`src/rtl/arbitro_pkg.sv`:
```
// Shared constants and helpers for the N-channel arbiter: mode and FSM encodings
// plus extraction of the destination field from a word.
package arbitro_pkg;

    localparam logic MODE_STRICT = 1'b0;
    localparam logic MODE_RR     = 1'b1;

    localparam logic [0:0] ST_IDLE = 1'b0;
    localparam logic [0:0] ST_OWN  = 1'b1;

    // Widest word dest_of accepts; callers zero-extend narrower words.
    localparam int MAX_WORD = 64;

    function automatic logic [3:0] dest_of(input logic [MAX_WORD-1:0] word,
                                           input int word_size,
                                           input int dest_w);
        logic [MAX_WORD-1:0] sh;
        sh = word >> (word_size - dest_w);
        return sh[3:0] & 4'((1 << dest_w) - 1);
    endfunction

endpackage

```
`src/rtl/arbitro_rr_n_pick.sv`:
```
// Rotating priority encoder: grants the first set request at or after start,
// wrapping modulo NUM_CH.
module rot_prio_pick
    import arbitro_pkg::*;
#(
    parameter int NUM_CH = 4,
    parameter int DEST_W = $clog2(NUM_CH)
) (
    input  logic [NUM_CH-1:0] req,
    input  logic [DEST_W-1:0] start,
    output logic [NUM_CH-1:0] grant,
    output logic              valid
);

    logic [DEST_W-1:0] idx;

    // NUM_CH is a power of two, so the DEST_W-bit add wraps for free.
    always_comb begin
        grant = '0;
        valid = 1'b0;
        idx   = '0;
        for (int k = 0; k < NUM_CH; k++) begin
            idx = start + DEST_W'(k);
            if (!valid && req[idx]) begin
                grant[idx] = 1'b1;
                valid      = 1'b1;
            end
        end
    end

endmodule

```
`src/rtl/arbitro_rr_n.sv`:
```
// Drains NUM_CH input FIFOs into NUM_CH output FIFOs, routing by the top address
// bits, with strict-priority or burst-limited round-robin grant policy.
module arbitro_rr_n
    import arbitro_pkg::*;
#(
    parameter int WORD_SIZE = 12,
    parameter int NUM_CH    = 4,
    parameter int DEST_W    = $clog2(NUM_CH),
    parameter int BURST     = 2
) (
    input  logic                        clk,
    input  logic                        reset,
    input  logic                        arb_mode,
    input  logic [NUM_CH-1:0]           fifos_empty,
    input  logic [NUM_CH-1:0]           fifos_almost_full,
    input  logic [NUM_CH*WORD_SIZE-1:0] fifo_data_in,
    output logic [NUM_CH-1:0]           fifos_pop,
    output logic [NUM_CH-1:0]           fifos_push,
    output logic [WORD_SIZE-1:0]        fifo_data_out,
    output logic [DEST_W-1:0]           grant_ch,
    output logic                        busy
);

    logic [DEST_W-1:0]    dest [NUM_CH];
    logic [NUM_CH-1:0]    elig;
    logic [0:0]           state, state_nx;
    logic [DEST_W-1:0]    ptr, ptr_nx, owner, owner_nx;
    logic [3:0]           cnt, cnt_nx;
    logic [DEST_W-1:0]    start;
    logic [NUM_CH-1:0]    pick_oh, pop_oh;
    logic                 pick_vld, keep;
    logic [DEST_W-1:0]    pick_idx, pop_idx;
    logic [NUM_CH-1:0]    push_q;
    logic [WORD_SIZE-1:0] data_q;
    logic [DEST_W-1:0]    grant_q;
    logic                 busy_q;

    // A channel is eligible only if its word's destination can accept it this cycle.
    always_comb begin
        for (int i = 0; i < NUM_CH; i++) begin
            dest[i] = DEST_W'(dest_of(MAX_WORD'(fifo_data_in[i*WORD_SIZE +: WORD_SIZE]),
                                      WORD_SIZE, DEST_W));
            elig[i] = !fifos_empty[i] && !fifos_almost_full[dest[i]];
        end
    end

    assign keep = (arb_mode == MODE_RR) && (state == ST_OWN) && elig[owner]
                  && (cnt < 4'(BURST));

    // Searching from owner+1 leaves the owner last, so it wins only when alone.
    always_comb begin
        if (arb_mode == MODE_STRICT) start = '0;
        else if (state == ST_OWN)    start = owner + DEST_W'(1);
        else                         start = ptr;
    end

    rot_prio_pick #(.NUM_CH(NUM_CH), .DEST_W(DEST_W)) u_pick (
        .req   (elig),
        .start (start),
        .grant (pick_oh),
        .valid (pick_vld)
    );

    always_comb begin
        pick_idx = '0;
        for (int i = 0; i < NUM_CH; i++)
            if (pick_oh[i]) pick_idx = DEST_W'(i);
    end

    always_comb begin
        pop_oh   = '0;
        pop_idx  = pick_idx;
        state_nx = state;
        ptr_nx   = ptr;
        owner_nx = owner;
        cnt_nx   = cnt;
        if (arb_mode == MODE_STRICT) begin
            if (pick_vld) pop_oh = pick_oh;
            state_nx = ST_IDLE;
        end else if (keep) begin
            pop_oh  = NUM_CH'(1) << owner;
            pop_idx = owner;
            cnt_nx  = cnt + 4'd1;
        end else begin
            if (state == ST_OWN) ptr_nx = owner + DEST_W'(1);
            if (pick_vld) begin
                pop_oh   = pick_oh;
                owner_nx = pick_idx;
                cnt_nx   = 4'd1;
                state_nx = ST_OWN;
            end else begin
                cnt_nx   = '0;
                state_nx = ST_IDLE;
            end
        end
    end

    assign fifos_pop = reset ? '0 : pop_oh;

    always_ff @(posedge clk) begin
        if (reset) begin
            state   <= ST_IDLE;
            ptr     <= '0;
            owner   <= '0;
            cnt     <= '0;
            push_q  <= '0;
            data_q  <= '0;
            grant_q <= '0;
            busy_q  <= 1'b0;
        end else begin
            state  <= state_nx;
            ptr    <= ptr_nx;
            owner  <= owner_nx;
            cnt    <= cnt_nx;
            busy_q <= |pop_oh;
            push_q <= (|pop_oh) ? (NUM_CH'(1) << dest[pop_idx]) : '0;
            if (|pop_oh) begin
                data_q  <= fifo_data_in[pop_idx*WORD_SIZE +: WORD_SIZE];
                grant_q <= pop_idx;
            end
        end
    end

    // A word popped just before reset is never delivered to the output FIFO.
    assign fifos_push    = push_q & {NUM_CH{~reset}};
    assign busy          = busy_q & ~reset;
    assign fifo_data_out = data_q;
    assign grant_ch      = grant_q;

endmodule

```
`config.mk`:
```
export PLATFORM = sky130hd
export DESIGN_NAME = arbitro_rr_n
export DESIGN_NICKNAME = d
export VERILOG_FILES = /design/src/rtl/arbitro_pkg.sv /design/src/rtl/arbitro_rr_n_pick.sv /design/src/rtl/arbitro_rr_n.sv
export SDC_FILE = /design/constraint.sdc
export NUM_CORES = 1
export LEC_CHECK = 0
export ABC_AREA = 0
export CORE_UTILIZATION = 44
export CTS_CLUSTER_SIZE = 10
export DETAILED_ROUTE_END_ITERATION = 6
export PLACE_DENSITY_LB_ADDON = 0.3
export SYNTH_ARGS = -nofsm -noshare
export SYNTH_HDL_FRONTEND = slang
export SYNTH_HIERARCHICAL = 1
export SYNTH_SLANG_ARGS = --single-unit
```
`constraint.sdc`:
```
create_clock -name clk -period 4.3 [get_ports clk]
set_input_delay 1.075 -clock clk [delete_from_list [all_inputs] [get_ports clk]]
set_output_delay 1.075 -clock clk [all_outputs]
set_load 0.02 [all_outputs]
```
==> summary.md <==
| Metric | Value |
|---|---|
| Status | `finished clean` |
| Share of layout cells above drive strength 1 | `0.3556` |
| Switching share of power | `0.4074` |
| Mean Syn Cell Area | `about 8 sq um` |
| Final Non-Filler Cells | `between 500 and 600` |
| Max incr delay on CP | `0.41 ns` |
| Die H | `between 80 and 90 um` |
| Skew final | `~0.011 ns` |
| IO buf count | `81` |
| Req. time, crit path | `3.22 ns` |
| Max cap viols | `0` |
| P per Cell Area | `338.7 mW/mm^2` |
| Xor/xnor share of the synthesized area | `0` |
| RePlAce Congestion | `0.9210` |
| # placed instances | `560` |
| Most used flip-flop cell after synthesis | `dfxtp_1` |
| Hold Crit Class | `register to register` |
| Reg2Reg Launch Point | `owner[1]$_SDFFE_PP0P_` |
| Fin. max-slew vios | `0` |
| Fmax | `about 240 MHz` |
| Initial Util | `0.4540` |
| Vias/cell | `5.850` |
| Area fraction in compound gates after synthesis | `0.2990` |
| Top post-synthesis cells by area | `dfxtp_1 (19%), mux2i_1 (7.3%), nand2_1 (4.8%), ha_1 (4.8%), a311oi_2 (4.7%)` |
| Largest family of logic cells by synthesized area | `compound AO/OA/AOI/OAI gates` |
| Total global-route track usage | `0.2606` |
| Die W | `around 83 um` |
| NetSw | `around 0.62 mW` |
| Setup CP Type | `input pin to output port` |
| Critical Path Source | `fifo_data_in[23]` |
| Crit-path slowest cell | `a2111o_1` |
| WP data arrival | `between 3 and 4 ns` |
| Hold_sp | `fifo_data_out[11]$_SDFFE_PP0P_` |
| CP top delay family | `compound AO/OA/AOI/OAI gates` |
| CP cell instances | `buf_2, mux2i_2, a22o_1, or3b_1, a2111o_1, nand3_4, o2bb2ai_2, nand3_2, a21oi_4, buf_4` |
| Total power | `1.534 mW` |
| CP Max Fanout | `4` |
| Comb pwr share | `0.668` |
| Biggest area consumer among synthesized cells | `dfxtp_1` |
| # IOs | `slightly above 80` |
| Internal Pwr Total | `approximately 0.91 mW` |
| Post-Route WL | `about 9.6 mm` |
| Final Hold Fails | `0` |
| Post-synth EDFFs | `0` |
| Initial antenna violation count | `0` |
| Worst-Skew Late Latency | `0.28 ns` |
| Simple-Gate Fraction of Synth Area | `0.2873` |
| Mapped Cells | `350` |
| Largest net degree at the start of global routing | `24` |
| Post-synthesis sequential area ratio | `0.1944` |
| FILL cells | `493` |
| VDD IR max | `230.4 uV` |
| Global-route wire length before repair | `15.07 mm` |
| Mapped cell area | `between 0.002 and 0.003 sq mm` |
| Antenna cell count | `0` |
| Fin crit share | `0.9860` |
| Vias in the first global route | `between 3,000 and 4,000` |
| DR pass1 iterations | `5` |
| #FFs+latches synth | `28` |
| Sequential share of power | `0.223` |
| TritonCTS clock tree | `done` |
| Num rows | `29` |
| Slew HR | `0.5675` |
| CTS Buf Count | `3` |
| Nets@finish | `between 500 and 600` |
| Leakage | `1.807 nW` |
| Detailed-route DRC error count | `0` |
| Hold_buf cts | `0` |
| Final setup violation count | `0` |
| Dpl hpwl | `slightly below 7 mm` |
| Synth Area in Adders | `0.04774` |
| CTS Root Cell | `clkbuf_8` |
| Via count | `3,346` |
| Synth Warn # | `6` |
| CTS Buffer Depth | `2` |
| Final ANT Viol Nets | `0` |
| Crit path buf inv count | `2` |
| Mapped Nets | `420` |
| Setup crit end kind | `output port` |
| Minimum clock period | `about 4.2 ns` |
| Post-synthesis mux area share | `0.1094` |
| Area delta synth->final | `57.07%` |
| Clk slew on worst S/H paths | `0.09 ns` |
| H-Tree Depth | `1` |
| Async SR Flop Fraction | `0` |
| Full die area | `around 0.007 sq mm` |
| Cell variety after synth | `67` |
| Clock share of power | `0.110` |
| Num Clock Sinks | `28` |
| GRT overflow | `0` |
| First DRT Iteration DRCs | `210` |
| RSZ-0062 raised after global routing | `yes` |
| Mean routed wirelength per cell | `~17 um` |
| Actual slew at the worst max-slew pin | `0.6428 ns` |
| Core area | `between 0.006 and 0.007 sq mm` |
| Top cell type's share of synthesized area | `0.1944` |
| CP Launch Type | `input pin` |
## power by group through the flow
stage	Sequential, mW	Clock, mW	Combinational, mW
final	0.342	0.168	1.02
after global routing	0.349	0.183	1.09
after CTS	0.342	0.171	0.982
after detailed placement	0.348	0	0.965
after global placement	0.345	0	0.949
after floorplan	0.393	0	0.536
## per-layer routing
metal | up-vias | routed length, um | GRT usage
met4 | 0 | 261 | 0.06270
met5 | - | 0 | 0
met3 | 25 | 429 | 0.01889
met1 | 1579 | 4268 | 0.3533
li1 | 1612 | - | -
met2 | 130 | 4600 | 0.4486
## worst min-delay path, cell delays in order (launching register included)
cell,delay [ns]
dfxtp_1,0.33
nand2_1,0.05
a21oi_1,0.05
## placed cells by master (no fill, tap or decap), types with 7 or more instances in the layout
cell | synthesis | routed
ha_1 | 11 | 10
nor2b_1 | 11 | 8
nand3_1 | 19 | 18
buf_4 | 6 | 82
dfxtp_1 | 28 | 28
inv_1 | 9 | 8
nor3_1 | 13 | 13
a21oi_1 | 20 | 15
a32o_1 | 9 | 9
clkdlybuf4s50_1 | 0 | 62
mux2i_1 | 21 | 12
mux2i_2 | 0 | 7
a311oi_2 | 9 | 9
nand2_1 | 37 | 37
or3_1 | 9 | 9
nor2_1 | 30 | 26
a211oi_1 | 13 | 11
## Yosys cell counts, types with 7 or more instances
cell,number
nor2_1,30
or3_1,9
a21oi_1,20
a211oi_1,13
nand3_1,19
dfxtp_1,28
buf_2,10
a32o_1,9
mux2i_1,21
o22ai_1,7
nand2_1,37
nor3_1,13
inv_1,9
ha_1,11
nor2b_1,11
a311oi_2,9
## final cells by class
cell class,count,area [sq um],share of cell area
Multi-Input combinational cell,288,2338,0.5164
Timing Repair Buffer,166,1444,0.3189
Sequential cell,28,560.5,0.1238
Tap cell,77,96.34,0.02128
Clock buffer,4,55.05,0.01216
Inverter,9,33.78,0.007461
## what timing repair did
action	4_1_cts	5_1_grt
pin swaps	5	11
endpoints found under the hold margin	0	0
gates resized for setup	67	44
endpoints found under the setup margin	23	23
buffers inserted	3	5
## kinds of logic (layout without fill, tap and decap cells)
family	count (synthesis)	count (layout)
buf+inv	34	179
simple gates	154	154
mux	28	28
compound gates	95	95
fa+ha+maj	11	11
flops	28	28
## final timing paths
kind,cells past startpoint,slack [ns],end
min,2,0.47,fifo_data_out[11]$_SDFFE_PP0P_
min reg2reg,2,0.47,fifo_data_out[11]$_SDFFE_PP0P_
max,10,0.06,fifos_pop[1]
max reg2reg,18,0.23,push_q[0]$_SDFF_PP0_
## stage by stage
step | utilization | setup TNS [ns] | area (sq um) | hold slack [ns] | worst slack, ns
floorplan | - | 0 | 2927 | 0.4543 | 0.05573
global placement | 0.6768 | -13.15 | 4298 | 0.4504 | -0.8596
detailed placement | 0.6768 | -14.93 | 4298 | 0.4469 | -0.9590
CTS | 0.6971 | 0 | 4427 | 0.4621 | 0.003222
global route | 0.7131 | -0.08386 | 4528 | 0.4815 | -0.06110
finish | 0.7131 | 0 | 4528 | 0.4673 | 0.06021
## registers in the layout, indices dropped and copies added (netlist names)
| signal | cells |
|---|---|
| fifo_data_out | 12 |
| cnt | 4 |
| push_q | 4 |
| grant_ch | 2 |
| owner | 2 |
| ptr | 2 |
| busy_q | 1 |
| state | 1 |
No activity file was read; power rests on OpenSTA's default activity.
==> patch (same settings) <==
`NUM_CH` is set to 4 in 2 places; all go to 2.
--- a/src/rtl/arbitro_rr_n_pick.sv
+++ b/src/rtl/arbitro_rr_n_pick.sv
@@ -3,7 +3,7 @@
 module rot_prio_pick
     import arbitro_pkg::*;
 #(
-    parameter int NUM_CH = 4,
+    parameter int NUM_CH = 2,
     parameter int DEST_W = $clog2(NUM_CH)
 ) (
     input  logic [NUM_CH-1:0] req,
--- a/src/rtl/arbitro_rr_n.sv
+++ b/src/rtl/arbitro_rr_n.sv
@@ -4,7 +4,7 @@
     import arbitro_pkg::*;
 #(
     parameter int WORD_SIZE = 12,
-    parameter int NUM_CH    = 4,
+    parameter int NUM_CH    = 2,
     parameter int DEST_W    = $clog2(NUM_CH),
     parameter int BURST     = 2
 ) (
Interface: changed (6 resized); port bits go from 82 to 49. The function was not compared with the original's and may differ.
==> patch against the unedited design <==
Total power is 71% lower; non-clock buffer count fell by 106; register-to-register slack improved by 1.9 ns; worst setup slack better by 0.087 ns; wire length is 71% lower; critical path depth down 3; synthesized area down 61%; first-iteration DRC count down 98%; design area is 62% lower; sequential cell count fell by 5; critical path type unchanged; largest cell class unchanged; highest routed layer unchanged.
==> patch: results (changes against the unedited design) <==
\begin{tabular}{lr}
\hline
Metric & Value \\
\hline
\multicolumn{2}{l}{\textbf{Critical path}} \\
\quad Reg-to-reg critical path endpoint & fifo\_data\_out[11] \\
\quad Reg2Reg Setup Slack & 2.16 ns (+1.93 ns) \\
\quad Crit-path max FO & 5 (+1) \\
\quad Worst reg2reg path startpoint & state \\
\quad Source of the critical timing path & fifo\_data\_in[11] \\
\quad Worst R2R Path Depth & 8 (-10) \\
\quad Worst path max stage delay & 0.61 ns (+0.20 ns) \\
\multicolumn{2}{l}{\textbf{Power}} \\
\quad Static Leak & 0.654 nW (-64\%) \\
\quad Clock network power share & 22.0\% (+11 points) \\
\quad Worst vdd rail ir drop & 0.206 mV (-11\%) \\
\multicolumn{2}{l}{\textbf{Yosys}} \\
\quad Number of distinct library cells after synthesis & 35 (-48\%) \\
\quad Synthesized instance count & 113 (-68\%) \\
\quad Commonest cells in the synthesized netlist & sky130\_fd\_sc\_hd\_\_dfxtp\_1 (23), sky130\_fd\_sc\_hd\_\_mux2i\_1 (14), sky130\_fd\_sc\_hd\_\_o2bb2ai\_1 (11), sky130\_fd\_sc\_hd\_\_nor2\_1 (7), sky130\_fd\_sc\_hd\_\_nor2b\_1 (7) \\
\quad Syn\_nets & 145 (-65\%) \\
\multicolumn{2}{l}{\textbf{Placed design}} \\
\quad Port Buf Inserts & 48 (-41\%) \\
\quad Estimated wirelength of the detail-placed design & 2.15 mm (-69\%) \\
\quad Worst slack, placed & -0.147 ns (+0.812 ns) \\
\multicolumn{2}{l}{\textbf{Routing}} \\
\quad Wirelength, routed & 2.75 mm (-71\%) \\
\quad Wl on met1 & 1.18 mm (-72\%) \\
\quad Met2 WL post-DR & 1.38 mm (-70\%) \\
\multicolumn{2}{l}{\textbf{Cells and area}} \\
\quad Fill cell total of the finished layout & 187 (-62\%) \\
\quad Post-route core utilization & 73.9\% (+2.6 points) \\
\multicolumn{2}{l}{\textbf{Clock network}} \\
\quad Post-CTS setup-driven buffer insertion count & 0 (-3) \\
\quad Root buffer cell & sky130\_fd\_sc\_hd\_\_clkbuf\_4 \\
\multicolumn{2}{l}{\textbf{Run status}} \\
\quad Run status & complete, no violations \\
\multicolumn{2}{l}{\textbf{Worst hold path}} \\
\quad Hold wc startpoint & fifo\_data\_out[9] \\
\multicolumn{2}{l}{\textbf{Timing}} \\
\quad Worst hold-check slack & 0.478 ns (+0.0107 ns) \\
\multicolumn{2}{l}{\textbf{GRT}} \\
\quad All-layer global routing usage & 20.3\% (-5.8 points) \\
\hline
\end{tabular}
==> patch: final cells by class <==
cell class	count	area share [%]
multi-input cells	79	35.4
repair buffers	60	33.0
flip-flops and latches	23	26.9
well taps	28	2.05
clock buffers	3	1.31
inverters	5	1.10
clock inverters	1	0.292
==> patch: kinds of logic (layout without fill, tap and decap cells) <==
logic type,after synthesis,after routing,synth area share [%]
and+or+nand+nor,33,33,18.0
AOI/OAI and AO/OA,31,31,21.8
DFF,23,23,40.8
muxes,14,14,12.4
buffers and inverters,11,69,5.87
adders and majority gates,1,1,1.11
==> patch: repair_timing <==
item / 4_1_cts / 5_1_grt
pin swaps: 0 / 0
resized for setup: 1 / 4
endpoints found under the setup margin: 1 / 2
==> patch: per-layer routing <==
metal,up-vias,global-route usage [%]
li1,534,-
met1,508,22.1
met2,35,38.8
met3,6,4.35
met4,0,4.82
met5,-,0
